===== src/rtl/mlp_pkg.sv =====
// Shared constants and FSM encoding for the MLP job sequencer.
// Latency: n/a (declarations only).
// Backpressure: n/a.
package mlp_pkg;

    // 62 pixel bytes per image; the bias byte is appended above them.
    localparam int IMG_W_DEF = 496;

    // Constant bias input fed to the MLP alongside every image.
    localparam logic [7:0] BIAS = 8'h7F;

    // Label reported when the MLP never answers.
    localparam logic [7:0] TMO_LABEL = 8'hFF;

    typedef enum logic [2:0] {
        IDLE  = 3'd0,
        MRST  = 3'd1,
        START = 3'd2,
        WAIT  = 3'd3,
        DONE  = 3'd4
    } state_t;

endpackage


===== src/rtl/mlp_seq_if.sv =====
// Link between the sequencer and the MLP datapath: reset/start pulses and
// the image operand go out, the ready flag and class label come back.
// Latency/backpressure: pure wiring; the MLP answers whenever it is done.
interface mlp_seq_if
    import mlp_pkg::*;
#(
    parameter int IMG_W = IMG_W_DEF
);
    logic             mlp_rst;    // active-high datapath reset pulse
    logic             mlp_start;  // start pulse
    logic [IMG_W+7:0] mlp_inp;    // {bias, image}
    logic             mlp_ready;  // result valid
    logic [7:0]       mlp_label;  // classification

    modport master (
        output mlp_rst, mlp_start, mlp_inp,
        input  mlp_ready, mlp_label
    );

    modport slave (
        input  mlp_rst, mlp_start, mlp_inp,
        output mlp_ready, mlp_label
    );
endinterface


===== src/rtl/sat_cnt.sv =====
// Saturating up-counter with synchronous clear (clear beats increment).
// Latency: count visible the cycle after inc/clr.
// Backpressure: none; holds at all-ones once saturated.
module sat_cnt #(
    parameter int W = 16
) (
    input  logic         clk,
    input  logic         rst,   // asynchronous, active-low
    input  logic         inc,
    input  logic         clr,
    output logic [W-1:0] cnt
);
    always_ff @(posedge clk or negedge rst) begin
        if (!rst) begin
            cnt <= '0;
        end else if (clr) begin
            cnt <= '0;
        end else if (inc && (cnt != {W{1'b1}})) begin
            cnt <= cnt + W'(1);
        end
    end
endmodule


===== src/rtl/mlp_seq.sv =====
// Sequences one image at a time through an MLP datapath: latch image,
// pulse mlp_rst, pulse mlp_start, wait for mlp_ready (bounded by TMO), hold result.
// Latency: >= 4 cycles accept-to-out_valid; backpressure: in_ready only in IDLE,
// result held in DONE until out_ready. Ports: in_* stream, mlp link, out_* stream, stats.
module mlp_seq
    import mlp_pkg::*;
#(
    parameter int IMG_W = IMG_W_DEF,
    parameter int CNT_W = 16,
    parameter int TMO   = 4096
) (
    input  logic             clk,
    input  logic             rst,          // asynchronous, active-low
    input  logic             in_valid,
    output logic             in_ready,
    input  logic [IMG_W-1:0] in_img,
    input  logic [7:0]       in_label,
    mlp_seq_if.master        mlp,
    output logic             out_valid,
    input  logic             out_ready,
    output logic [7:0]       out_label,
    output logic             out_match,
    output logic             out_tmo,
    input  logic             clr_stats,
    output logic [CNT_W-1:0] total_cnt,
    output logic [CNT_W-1:0] correct_cnt
);
    localparam int TW = $clog2(TMO + 1);

    state_t           state;
    logic [7:0]       label_q;
    logic [TW-1:0]    wait_cnt;
    logic [IMG_W+7:0] inp_q;
    logic             mrst_q;
    logic             start_q;

    logic hit;
    logic tmo_hit;
    logic done_go;
    logic match_now;

    // mlp_ready only matters in WAIT; a late answer in the last allowed
    // WAIT cycle still wins over the timeout.
    assign hit       = (state == WAIT) && mlp.mlp_ready;
    assign tmo_hit   = (state == WAIT) && !mlp.mlp_ready && (wait_cnt == TW'(TMO - 1));
    assign done_go   = hit || tmo_hit;
    assign match_now = hit && (mlp.mlp_label == label_q);

    assign mlp.mlp_rst   = mrst_q;
    assign mlp.mlp_start = start_q;
    assign mlp.mlp_inp   = inp_q;

    always_ff @(posedge clk or negedge rst) begin
        if (!rst) begin
            state     <= IDLE;
            in_ready  <= 1'b0;
            label_q   <= '0;
            wait_cnt  <= '0;
            inp_q     <= '0;
            mrst_q    <= 1'b0;
            start_q   <= 1'b0;
            out_valid <= 1'b0;
            out_label <= '0;
            out_match <= 1'b0;
            out_tmo   <= 1'b0;
        end else begin
            case (state)
                IDLE: begin
                    // in_ready is registered, so it comes up one cycle after
                    // reset release and after each output handshake.
                    if (in_valid && in_ready) begin
                        state    <= MRST;
                        in_ready <= 1'b0;
                        label_q  <= in_label;
                        inp_q    <= {BIAS, in_img};
                        mrst_q   <= 1'b1;
                    end else begin
                        in_ready <= 1'b1;
                    end
                end
                MRST: begin
                    state   <= START;
                    mrst_q  <= 1'b0;
                    start_q <= 1'b1;
                end
                START: begin
                    state    <= WAIT;
                    start_q  <= 1'b0;
                    wait_cnt <= '0;
                end
                WAIT: begin
                    if (done_go) begin
                        state     <= DONE;
                        out_valid <= 1'b1;
                        out_label <= hit ? mlp.mlp_label : TMO_LABEL;
                        out_match <= match_now;
                        out_tmo   <= tmo_hit;
                    end else begin
                        wait_cnt <= wait_cnt + TW'(1);
                    end
                end
                DONE: begin
                    if (out_valid && out_ready) begin
                        state     <= IDLE;
                        out_valid <= 1'b0;
                        in_ready  <= 1'b1;
                        inp_q     <= '0;
                    end
                end
                default: begin
                    state     <= IDLE;
                    in_ready  <= 1'b0;
                    out_valid <= 1'b0;
                    mrst_q    <= 1'b0;
                    start_q   <= 1'b0;
                    inp_q     <= '0;
                end
            endcase
        end
    end

    // Both counters step on the WAIT->DONE transition, so their new value
    // appears together with out_valid.
    sat_cnt #(.W(CNT_W)) u_total (
        .clk (clk),
        .rst (rst),
        .inc (done_go),
        .clr (clr_stats),
        .cnt (total_cnt)
    );

    sat_cnt #(.W(CNT_W)) u_correct (
        .clk (clk),
        .rst (rst),
        .inc (match_now),
        .clr (clr_stats),
        .cnt (correct_cnt)
    );
endmodule


===== src/flat_wrapper.sv =====
// flat-port wrapper written by rule: the top's interface ports become plain ports
module mlp_seq_flat import mlp_pkg::*;
#(
    parameter int IMG_W = IMG_W_DEF,
    parameter int CNT_W = 16,
    parameter int TMO   = 4096
)
  (clk, rst, in_valid, in_ready, in_img, in_label, out_valid, out_ready, out_label, out_match, out_tmo, clr_stats, total_cnt, correct_cnt, mlp_mlp_rst, mlp_mlp_start, mlp_mlp_inp, mlp_mlp_ready, mlp_mlp_label);
  mlp_seq_if #(.IMG_W(IMG_W)) mlp_i ();
  input  logic clk;
  input  logic rst;
  input  logic in_valid;
  output logic in_ready;
  input  logic [IMG_W-1:0] in_img;
  input  logic [7:0] in_label;
  output logic out_valid;
  input  logic out_ready;
  output logic [7:0] out_label;
  output logic out_match;
  output logic out_tmo;
  input  logic clr_stats;
  output logic [CNT_W-1:0] total_cnt;
  output logic [CNT_W-1:0] correct_cnt;
  output wire logic [$bits(mlp_i.mlp_rst)-1:0] mlp_mlp_rst;
  output wire logic [$bits(mlp_i.mlp_start)-1:0] mlp_mlp_start;
  output wire logic [$bits(mlp_i.mlp_inp)-1:0] mlp_mlp_inp;
  input wire logic [$bits(mlp_i.mlp_ready)-1:0] mlp_mlp_ready;
  input wire logic [$bits(mlp_i.mlp_label)-1:0] mlp_mlp_label;
  assign mlp_mlp_rst = mlp_i.mlp_rst;
  assign mlp_mlp_start = mlp_i.mlp_start;
  assign mlp_mlp_inp = mlp_i.mlp_inp;
  assign mlp_i.mlp_ready = mlp_mlp_ready;
  assign mlp_i.mlp_label = mlp_mlp_label;
  mlp_seq #(.IMG_W(IMG_W), .CNT_W(CNT_W), .TMO(TMO)) u_core (.clk(clk), .rst(rst), .in_valid(in_valid), .in_ready(in_ready), .in_img(in_img), .in_label(in_label), .mlp(mlp_i), .out_valid(out_valid), .out_ready(out_ready), .out_label(out_label), .out_match(out_match), .out_tmo(out_tmo), .clr_stats(clr_stats), .total_cnt(total_cnt), .correct_cnt(correct_cnt));
endmodule

===== config.mk =====
export PLATFORM = sky130hd
export DESIGN_NAME = mlp_seq_flat
export DESIGN_NICKNAME = d
export VERILOG_FILES = /design/src/rtl/mlp_pkg.sv /design/src/rtl/mlp_seq_if.sv /design/src/rtl/sat_cnt.sv /design/src/rtl/mlp_seq.sv /design/src/flat_wrapper.sv
export SDC_FILE = /design/constraint.sdc
export NUM_CORES = 1
export LEC_CHECK = 0
export ABC_AREA = 1
export CAP_MARGIN = 20
export CORE_AREA = 2 2 414 416
export DETAILED_ROUTE_END_ITERATION = 16
export DIE_AREA = 0 0 416 418
export GPL_TIMING_DRIVEN = 0
export SLEW_MARGIN = 25
export SYNTH_ARGS = -nofsm -noshare
export SYNTH_HDL_FRONTEND = slang
export SYNTH_SLANG_ARGS = --single-unit

===== constraint.sdc =====
create_clock -name clk -period 4.5 [get_ports clk]
set_clock_uncertainty 0.2 [all_clocks]
set_input_delay 0.45 -clock clk [delete_from_list [all_inputs] [get_ports clk]]
set_output_delay 0.45 -clock clk [all_outputs]
set_load 0.1 [all_outputs]

# == Yosys cells after proc, flatten, opt, wreduce, memory -nomap -nowiden ==
# Cells that the tools add are included.
# op_classes
n_addsub,3
eq_ne,12
muxes,23
n_bitwise,3
reduce_logical,26
# ops
cell,n
$pmux W504 S3,1
$mux W504,2
$mux W16,4
$add A16 B1 Y16 const B,2
$ne A16 B16 Y1 const B,2
$pmux W13 S2,1
$pmux W3 S5,1
$add A13 B1 Y13 const B,1
$eq A13 B12 Y1 const B,1
$mux W13,1
$reduce_or A3 Y1,4
$reduce_and A2 Y1,5
$mux W3,3
$reduce_and A3 Y1,3
$eq A8 B8 Y1,1
$logic_and A1 B1 Y1,8
$mux W8,1
$eq A3 B2 Y1 const B,2
$pmux W1 S3,2
$reduce_bool A2 Y1,3
$mux W1,5
$ne A2 B1 Y1 const B,2
$ne A2 B2 Y1 const B,2
$pmux W1 S2,2
other kinds (6),8
# word_totals
ff_bits,574
inputBits,518
output_inout_bits,550
word_cells,80

# == Logic depth before layout (Yosys ltp) ==
# Gate-level depths: netlist of the first run.
# depth
ltp_word,7
mapped_depth,11
ltp_nobuf,10

# == Modules after synthesis ==
# A second synthesis of the first run with hierarchy kept.
# unflattened
hier_cells,2767
hier_area_um2,24458.5
# by_module_without_submodules
mod,n_inst,cells_per_inst,area_per_inst_um2,seq_area_each_um2
mlp_seq,1,2479,22384.0,13387.8
sat_cnt,2,144,1037.2,400.4

# == Worst setup path before layout of the first run ==
# No wires, ideal clock.
# synth_timing
path_type,register to register
from,register u_core.u_total.cnt[0]
to,register u_core.u_total.cnt[12]
setup_time_ns,0.121
arrival_ns,2.410
required_ns,4.179
slack_ns,1.769
path_stages_with_launch,10
path_buffers,1
synth_period_minus_slack_ns,2.731
path_cell_list,dfrtp_1 -> ha_1 -> nand3_1 -> nor2_1 -> nand4_2 -> nand2_4 -> nand2_1 -> buf_4 -> nand2_1 -> nand2_1
# synth_between
elab_chain_cells,3
word_cells_on_any_way,6
cone_classes,add/sub (1); eq/ne (1); mux (2); reduce/logical (2)
# synth_lines
element,line,rtl
from (decl),sat_cnt.sv:11,output logic [W-1:0] cnt
from (signal assigned),sat_cnt.sv:19,cnt <= cnt + W'(1);
$add A16 B1 Y16 or $ne A16 B16 Y1 (tied branches),"sat_cnt.sv:19, sat_cnt.sv:18",
$mux W16 or $logic_and A1 B1 Y1 (tied branches),sat_cnt.sv:18,end else if (inc && (cnt != {W{1'b1}})) begin
$mux W16 or $reduce_bool A2 Y1 (tied branches),-,
# Several ways; a longest one is shown, not always the timed one. The select of a mux whose other input is x is not followed.
# A chain may end at the register's enable or synchronous reset.

==> impl_results.md, run 1 <==
* R2r endpoint: u_core.mlp.mlp_inp[40]
* Area delta synth->final at 65.9%
* Worst Setup SP: u_core.mlp.mlp_inp[501]
* Arrival time at the worst endpoint at 2.59 ns
* Initial antenna violation count at 30
* Max_slew headroom at 0.230
* Net count, final at 4389
* Setup ws final at 1.26 ns
* Worst skew pair latency at 0.68 ns
* Yosys warning count at 0
* Flop2flop setup slack at 1.41 ns
* Fmax at 309 MHz
* Cells along the critical path: buf_4 -> clkdlybuf4s50_1
* Fin. Hold Viols at 0
* Largest net degree at the start of global routing at 83
* Synth Area in Adders at 0.00156
* Number of I/O pins at 1068
* Register bit count reported by yosys at 567
* Setup TNS at 0 ns
* DRT Wirelength at 138000 um
* Kind of end point of the critical path: output pin
* Post-synthesis xor/xnor area fraction at 0.0105
* H-tree Lvls at 3
* Post-synthesis sequential area ratio at 0.589
* Worst hold path class: in2async
* Root buffer cell: clkbuf_16
* Critical R2R Launch: u_core.state[2]
* Die area at 0.174 mm2
* Number of core rows at 151
* Sw power at 0.0180 W
* Vias in the first global route at 23.8k
* Endpoints failing setup at 0
* I/O Buffers at 1065
* Final Critical Period at 3.24 ns
* Clock Sinks at 567
* Tot Pwr at 0.0312 W
* Die height at 418 um
* FFs w/ async S/R, synth at 1.00
* Global Route Usage Sum at 0.153
* WS Path Type: reg2out
* TritonCTS clock tree: built
* DP HPWL at 112000 um
* Antenna Nets Post-Route at 0
* PD cells at 782 mW/mm2
* Reg power frac at 0.233
* Slew @ Worst Pin at 1.15 ns
* RSZ-0062 raised after global routing: no
* Comb pwr share at 0.575
* Synth Cell Area at 0.0241 mm2
* Cells after synthesis at 2714
* Worst Path Required at 3.85 ns
* Starting DRC count in detailed routing at 1930
* DR DRC count at 0
* Via density at 3.94
* DRT Pass-1 Iters at 8
* Layout cells sized above 1 at 0.0709
* Primary FF master, synth: dfrtp_1
* Grt ovf at 0
* CP max stage cell: clkdlybuf4s50_1
* Int Pwr at 0.0133 W
* Final Wtd Congestion at 0.910
* Max-cap violations at 0
* Post-synth EDFFs at 0
* Cell leakage power at 18.4 nW
* CP Max Fanout at 8
* Worst reg-to-reg path cell count at 6
* Startpoint types: flop
* Max Buffers Root-to-Sink at 3
* Mapped Nets at 3235
* DP Worst Slack at 0.902 ns
* Simple-Gate Fraction of Synth Area at 0.0641
* Final cycle utilization of the critical path at 0.720
* Syn_area_per_cell at 8.87 um2
* End of the critical path: mlp_mlp_inp[502]
* Final max-slew violation count at 0
* Core area at 0.169 mm2
* Compound-Gate Fraction of Synth Area at 0.215
* Post-DR wirelength/cell at 22.5 um
* Peak VDD IR at 0.000467 V
* Outcome: finished clean
* Switching Share at 0.576
* Largest stage delay, worst path at 1.12 ns
* Mux cell area share after synthesis at 0.000935
* First-pass GRT wire length at 188000 um
* Initial Utilization at 0.142
* Via count at 24.2k
* Clk slew on worst S/H paths at 0.06 ns
* Clock share of power at 0.192
* Library cells used by synthesis at 38
* Post_cts resized at 0
* Main combinational cell family by area after synthesis: compound AO/OA/AOI/OAI gates
* Die width at 416 um
* Cts bufs inserted at 74
==> layer usage <==
| metal | vias to the layer above | share of wire | GRT usage |
|---|---|---|---|
| met4 | 6 | 0.031 | 0.0525 |
| met1 | 12016 | 0.39 | 0.180 |
| met5 | - | 0.00030 | 0 |
| met2 | 974 | 0.50 | 0.263 |
| li1 | 11051 | - | - |
| met3 | 190 | 0.078 | 0.0479 |
==> registers in the layout, indices dropped and copies added (netlist names) <==
register,count
u_core.u_correct.cnt,16
u_core.wait_cnt,13
u_core.out_tmo,1
u_core.state,3
u_core.label_q,8
u_core.out_valid,1
u_core.u_total.cnt,16
u_core.out_match,1
u_core.out_label,8
u_core.mlp.mlp_rst,1
u_core.in_ready,1
u_core.mlp.mlp_start,1
u_core.mlp.mlp_inp,497
==> Yosys cell counts, types with 2 or more instances <==
cell | count | area, um2
a21oi_1 | 8 | 40.0
nor2_2 | 3 | 18.8
nor3_1 | 3 | 15.0
nor2_1 | 75 | 282
xor2_1 | 26 | 228
o211ai_1 | 6 | 45.0
inv_2 | 3 | 11.3
clkbuf_2 | 11 | 55.1
nand2_4 | 2 | 22.5
o31ai_1 | 2 | 15.0
o21ai_0 | 998 | 4990
clkbuf_1 | 113 | 424
dfrtp_1 | 567 | 14200
buf_1 | 9 | 33.8
buf_6 | 2 | 22.5
nand4_1 | 17 | 106
nand2_2 | 3 | 18.8
nand3_1 | 60 | 300
nand2_1 | 186 | 698
ha_1 | 3 | 37.5
xnor2_1 | 3 | 26.3
inv_1 | 536 | 2010
buf_2 | 39 | 195
buf_4 | 13 | 97.6
nand3_2 | 2 | 20.0
mux2_2 | 2 | 22.5
o21ai_1 | 11 | 55.1
==> metrics by stage <==
stage	instances	hold slack (ns)	util	instance area, um2
floorplan	2714	-0.0456	-	24100
global placement	5997	0.259	0.222	37500
detailed placement	6008	0.214	0.222	37500
CTS	6140	0.00771	0.236	39900
global route	6147	0.0524	0.236	39900
finish	6155	0.0870	0.236	40000
==> logic make-up (layout without fill, tap and decap cells) <==
kind of cell | after synthesis | after routing
buf+inv | 727 | 1935
flops | 567 | 567
mux | 2 | 2
compound gates | 1028 | 1028
xor+xnor | 29 | 29
other cells | 1 | 16
fa+ha+maj | 3 | 3
simple gates | 357 | 357
==> cell type report <==
type / count / area [um2]
fillers: 18364 / 129000
well taps: 2218 / 2780
repair buffers: 1078 / 10700
inverters: 540 / 2030
flip-flops and latches: 567 / 14200
plain buffers: 187 / 838
multi-input cells: 1420 / 7040
clock buffers: 105 / 2160
diodes: 15 / 37.5
clock inverters: 25 / 244
==> worst max-delay path: cells and delay by family, from the launching register on <==
| kind | cells | cell delay, ns |
|---|---|---|
| flops | 1 | 0.60 |
| buf+inv | 2 | 1.30 |
==> cells in the final DEF, fill, tap and decap left out, types with 2 or more instances in the layout <==
master | synthesis | final
clkbuf_16 | 0 | 76
buf_8 | 0 | 2
buf_6 | 2 | 4
clkbuf_1 | 113 | 120
nand4_1 | 17 | 17
clkbuf_2 | 11 | 18
dfrtp_1 | 567 | 567
inv_6 | 0 | 5
mux2_2 | 2 | 2
nand2_1 | 186 | 186
buf_4 | 13 | 13
bufinv_16 | 0 | 2
nand3_1 | 60 | 60
o211ai_1 | 6 | 6
nand2_2 | 3 | 3
inv_2 | 3 | 3
clkbuf_8 | 0 | 15
buf_2 | 39 | 98
o31ai_1 | 2 | 2
nor2_1 | 75 | 75
clkinv_4 | 0 | 3
buf_16 | 0 | 8
nand3_2 | 2 | 2
a21oi_1 | 8 | 8
ha_1 | 3 | 3
o21ai_1 | 11 | 11
o21ai_0 | 998 | 998
diode_2 | 0 | 15
xnor2_1 | 3 | 3
nand2_4 | 2 | 2
clkdlybuf4s50_1 | 0 | 1006
dlygate4sd3_1 | 0 | 2
clkinvlp_4 | 0 | 5
nor2_2 | 3 | 3
buf_1 | 9 | 8
clkinv_2 | 0 | 8
inv_1 | 536 | 536
nor3_1 | 3 | 3
xor2_1 | 26 | 26
==> power groups by stage <==
stage / combinational [W] / sequential [W] / clock (W)
CTS: 0.0182 / 0.00726 / 0.00619
floorplan: 0.00277 / 0.0164 / 0
global route: 0.0187 / 0.00742 / 0.00638
global placement: 0.0182 / 0.00733 / 0
finish: 0.0179 / 0.00728 / 0.00601
detailed placement: 0.0181 / 0.00732 / 0
==> what timing repair did <==
| item | in CTS | in global routing |
|---|---|---|
| endpoints found under the hold margin | 184 | 0 |
| buffers inserted | 0 | 0 |
| hold buffers | 2 | 0 |
==> worst min path at each step <==
stage	cells after the start	start	end
floorplan	0	rst	u_core.in_ready
global placement	2	u_core.out_label[2]	u_core.out_label[2]
detailed placement	1	rst	u_core.u_total.cnt[11]
CTS	3	in_img[495]	u_core.mlp.mlp_inp[495]
global route	3	in_img[495]	u_core.mlp.mlp_inp[495]
finish	2	rst	u_core.u_total.cnt[11]
No activity file was read; power rests on OpenSTA's default activity.
==> run 2, diff against run 1 <==
--- a/config.mk
+++ b/config.mk
@@ -7,9 +7,9 @@
 export LEC_CHECK = 0
 export ABC_AREA = 1
 export CAP_MARGIN = 20
-export CORE_AREA = 2 2 414 416
+export CORE_AREA = 2 2 411 413
 export DETAILED_ROUTE_END_ITERATION = 16
-export DIE_AREA = 0 0 416 418
+export DIE_AREA = 0 0 413 415
 export GPL_TIMING_DRIVEN = 0
 export SLEW_MARGIN = 25
 export SYNTH_ARGS = -nofsm -noshare
==> constraint.sdc (replaced) <==
create_clock -name clk -period 3.4 [get_ports clk]
set_clock_uncertainty 0.2 [all_clocks]
set_input_delay 0.34 -clock clk [delete_from_list [all_inputs] [get_ports clk]]
set_output_delay 0.34 -clock clk [all_outputs]
set_load 0.1 [all_outputs]
==> run 2 against run 1 <==
Net effect:
- setup slack got worse by 1.0 ns
- clock power is 31% higher
- register-to-register slack worse by 1.2 ns
- combinational power is 35% higher
- routed wire length is 9.2% higher
- worst hold slack worse by 0.026 ns
- core utilization up 1.8 points
- sequential power rose by 34%
- die area shrank 1.4%
- critical path type is now reg2reg
==> impl_results.md, run 2 (synthesis results as in run 1) <==
* Root buffer cell: clkbuf_16
* Clock Sinks at 567 (unchanged)
* Initial antenna violation count at 44 (+47%)
* Setup TNS at 0 ns (unchanged)
* DRT Wirelength at 151000 um (+9.2%)
* Vias in the first global route at 25.7k (+8.1%)
* Layout cells sized above 1 at 0.0673 (-0.00361)
* Startpoint types: flop
* Antenna Nets Post-Route at 0 (unchanged)
* Worst path depth at 7 (+5)
* Grt ovf at 0 (unchanged)
* Fill cells at 17.9k (-2.3%)
* Worst skew pair latency at 0.66 ns (-0.02 ns)
* Met1 usage at 0.210 (+0.0308)
* Endpoints failing setup at 0 (unchanged)
* Worst path buffer plus inverter count at 2 (unchanged)
* Net count, final at 4629 (+5.5%)
* Max-cap violations at 0 (unchanged)
* Cells along the critical path: nor2_2 -> nand3_1 -> o21ai_1 -> buf_4 -> clkdlybuf4s15_1 -> o21ai_0 -> o21ai_0
* Final Cell Area at 0.0423 mm2 (+5.9%)
* Largest stage delay, worst path at 0.80 ns (-0.32 ns)
* Placed Area at 0.0374 mm2 (-0.17%)
* DR DRC count at 0 (unchanged)
* TritonCTS clock tree: built
* PD cells at 987 mW/mm2 (+26%)
* Slew @ Worst Pin at 1.12 ns (-0.0368 ns)
* Core Util, Final at 0.254 (+0.0176)
* Initial Utilization at 0.144 (+0.00208)
* GR peak layer: met2
* Commonest non-fill, non-tap cell in the layout: o21ai_0
* Kind of end point of the critical path: flop
* Outcome: finished clean
* Global Route Usage Sum at 0.170 (+0.0168)
* Max FFs per register at 497 (unchanged)
* Max_slew headroom at 0.254 (+0.0246)
* Final Critical Period at 3.17 ns
* Worst Path Required at 3.76 ns (-0.09 ns)
* Worst path top cell family by delay: buffers and inverters
* Clk slew on worst S/H paths at 0.06 ns (about the same)
* Multi-input gate area at 0.00704 mm2 (unchanged)
* Sequential standard cell area at 0.0142 mm2 (unchanged)
* Met2 global-route usage at 0.269 (+0.00564)
* Met3 usage at 0.0592 (+0.0114)
* Cell leakage power at 19.5 nW (+5.5%)
* Die width at 413 um (-0.72%)
* Hold Path Depth at 3
* Via count at 25.6k (+5.6%)
* Commonest cells after routing, fill and taps aside: o21ai_0, clkdlybuf4s50_1, dfrtp_1
* Max Buffers Root-to-Sink at 3 (unchanged)
* Fmax at 316 MHz
* Fin. Hold Viols at 0 (unchanged)
* Cts bufs inserted at 72 (-2.7%)
* Largest net degree at the start of global routing at 91 (+9.6%)
* DRT Pass-1 Iters at 6 (-2)
* Via density at 4.01 (+1.8%)
* H-tree Lvls at 3 (unchanged)
* Cell mode on critical path: o21ai_0
* Area delta synth->final at 75.7%
* First-pass GRT wire length at 204000 um (+8.3%)
* Arrival time at the worst endpoint at 3.52 ns (+0.93 ns)
* Postcts setup bufs at 0 (unchanged)
* Number of I/O pins at 1068 (unchanged)
* Worst hold path class: in2reg
* DP HPWL at 125000 um (+12%)
* I/O Buffers at 1065 (unchanged)
* CP max stage cell: clkdlybuf4s15_1
* Final Wtd Congestion at 0.952 (+4.5%)
* Post-DR wirelength/cell at 23.7 um (+5.3%)
* Die height at 415 um (-0.72%)
* CP Max Fanout at 11 (+3)
* Final max-slew violation count at 0 (unchanged)
* Final cycle utilization of the critical path at 0.932
* RSZ-0062 raised after global routing: no
* WS Path Type: reg2reg
* Worst reg-to-reg path cell count at 7 (+1)
* Starting DRC count in detailed routing at 2097 (+8.7%)
* Peak VDD IR at 0.000430 V (-7.9%)
* Die area at 0.171 mm2 (-1.4%)
* Core area at 0.167 mm2 (-1.4%)
* Number of core rows at 150 (-0.66%)
[run 2: changes by cell type in the layout (fill, tap and decap cells not counted), moves of 2 or more]
cell             previous run  this run
clkbuf_16                  76        73
bufinv_16                   2         4
clkdlybuf4s50_1          1006       996
diode_2                    15        18
inv_6                       5         3
dlygate4sd3_1               2       244
clkinv_4                    3         1
clkbuf_2                   18        21
buf_2                      98       106
clkinvlp_4                  5         2
clkinv_2                    8         6
clkbuf_1                  120       124
[run 2: through the flow]
stage	total power (W)	hold WS (ns)	worst slack (ns)	cells
after floorplan	0.0254	-0.156	0.669	2714
after global placement	0.0339	0.265	-25.61	5983
after detailed placement	0.0339	-0.00333	-0.106	5993
after CTS	0.0421	0.000138	0.0396	6366
after global routing	0.0433	0.0328	0.00403	6373
final	0.0418	0.0614	0.233	6384
[run 2: power breakdown]
part / total (W) / switching [W] / internal (W)
logic: 0.0242 / 0.0195 / 0.00463
clock network: 0.00786 / 0.00325 / 0.00461
registers: 0.00973 / 0.00124 / 0.00849
total: 0.0418 / 0.0240 / 0.0177
[run 2: per-layer routing]
layer | wire [um] | vias up
met1 | 61700 | 12613
li1 | - | 11539
met4 | 6140 | 28
met5 | 168 | -
met2 | 68700 | 1144
met3 | 14400 | 269
[run 2: path summary, 6_finish.rpt]
check | from | to | slack [ns]
setup / recovery | u_core.state[0] | u_core.mlp.mlp_inp[31] | 0.23
hold / removal | in_img[194] | u_core.mlp.mlp_inp[194] | 0.06
setup reg to reg | u_core.state[0] | u_core.mlp.mlp_inp[31] | 0.23
hold reg to reg | u_core.out_label[2] | u_core.out_label[2] | 0.28
max in group asynchronous | rst | u_core.mlp.mlp_inp[402] | 0.62
min in group asynchronous | rst | u_core.mlp.mlp_inp[89] | 0.60
[run 2: final cells by class]
type / count / area share
inverter: 540 / 0.0479
timing repair buffer: 1320 / 0.308
antenna: 18 / 0.00106
tap: 2204 / 0.0652
multi-input combinational: 1420 / 0.166
buffer: 187 / 0.0200
sequential: 567 / 0.335
clock buffer: 109 / 0.0499
clock inverter: 19 / 0.00630
[run 2: tightest hold or removal path: stages]
cell and delay (ns):
clkdlybuf4s50_1 0.41, inv_1 0.05, o21ai_0 0.07
[run 2: what timing repair did]
item                                    CTS  global route
hold endpoints to repair                328             0
gates cloned                              0             0
hold buffers                            245             0
resized for setup                         3             4
endpoints found under the setup margin   21             7
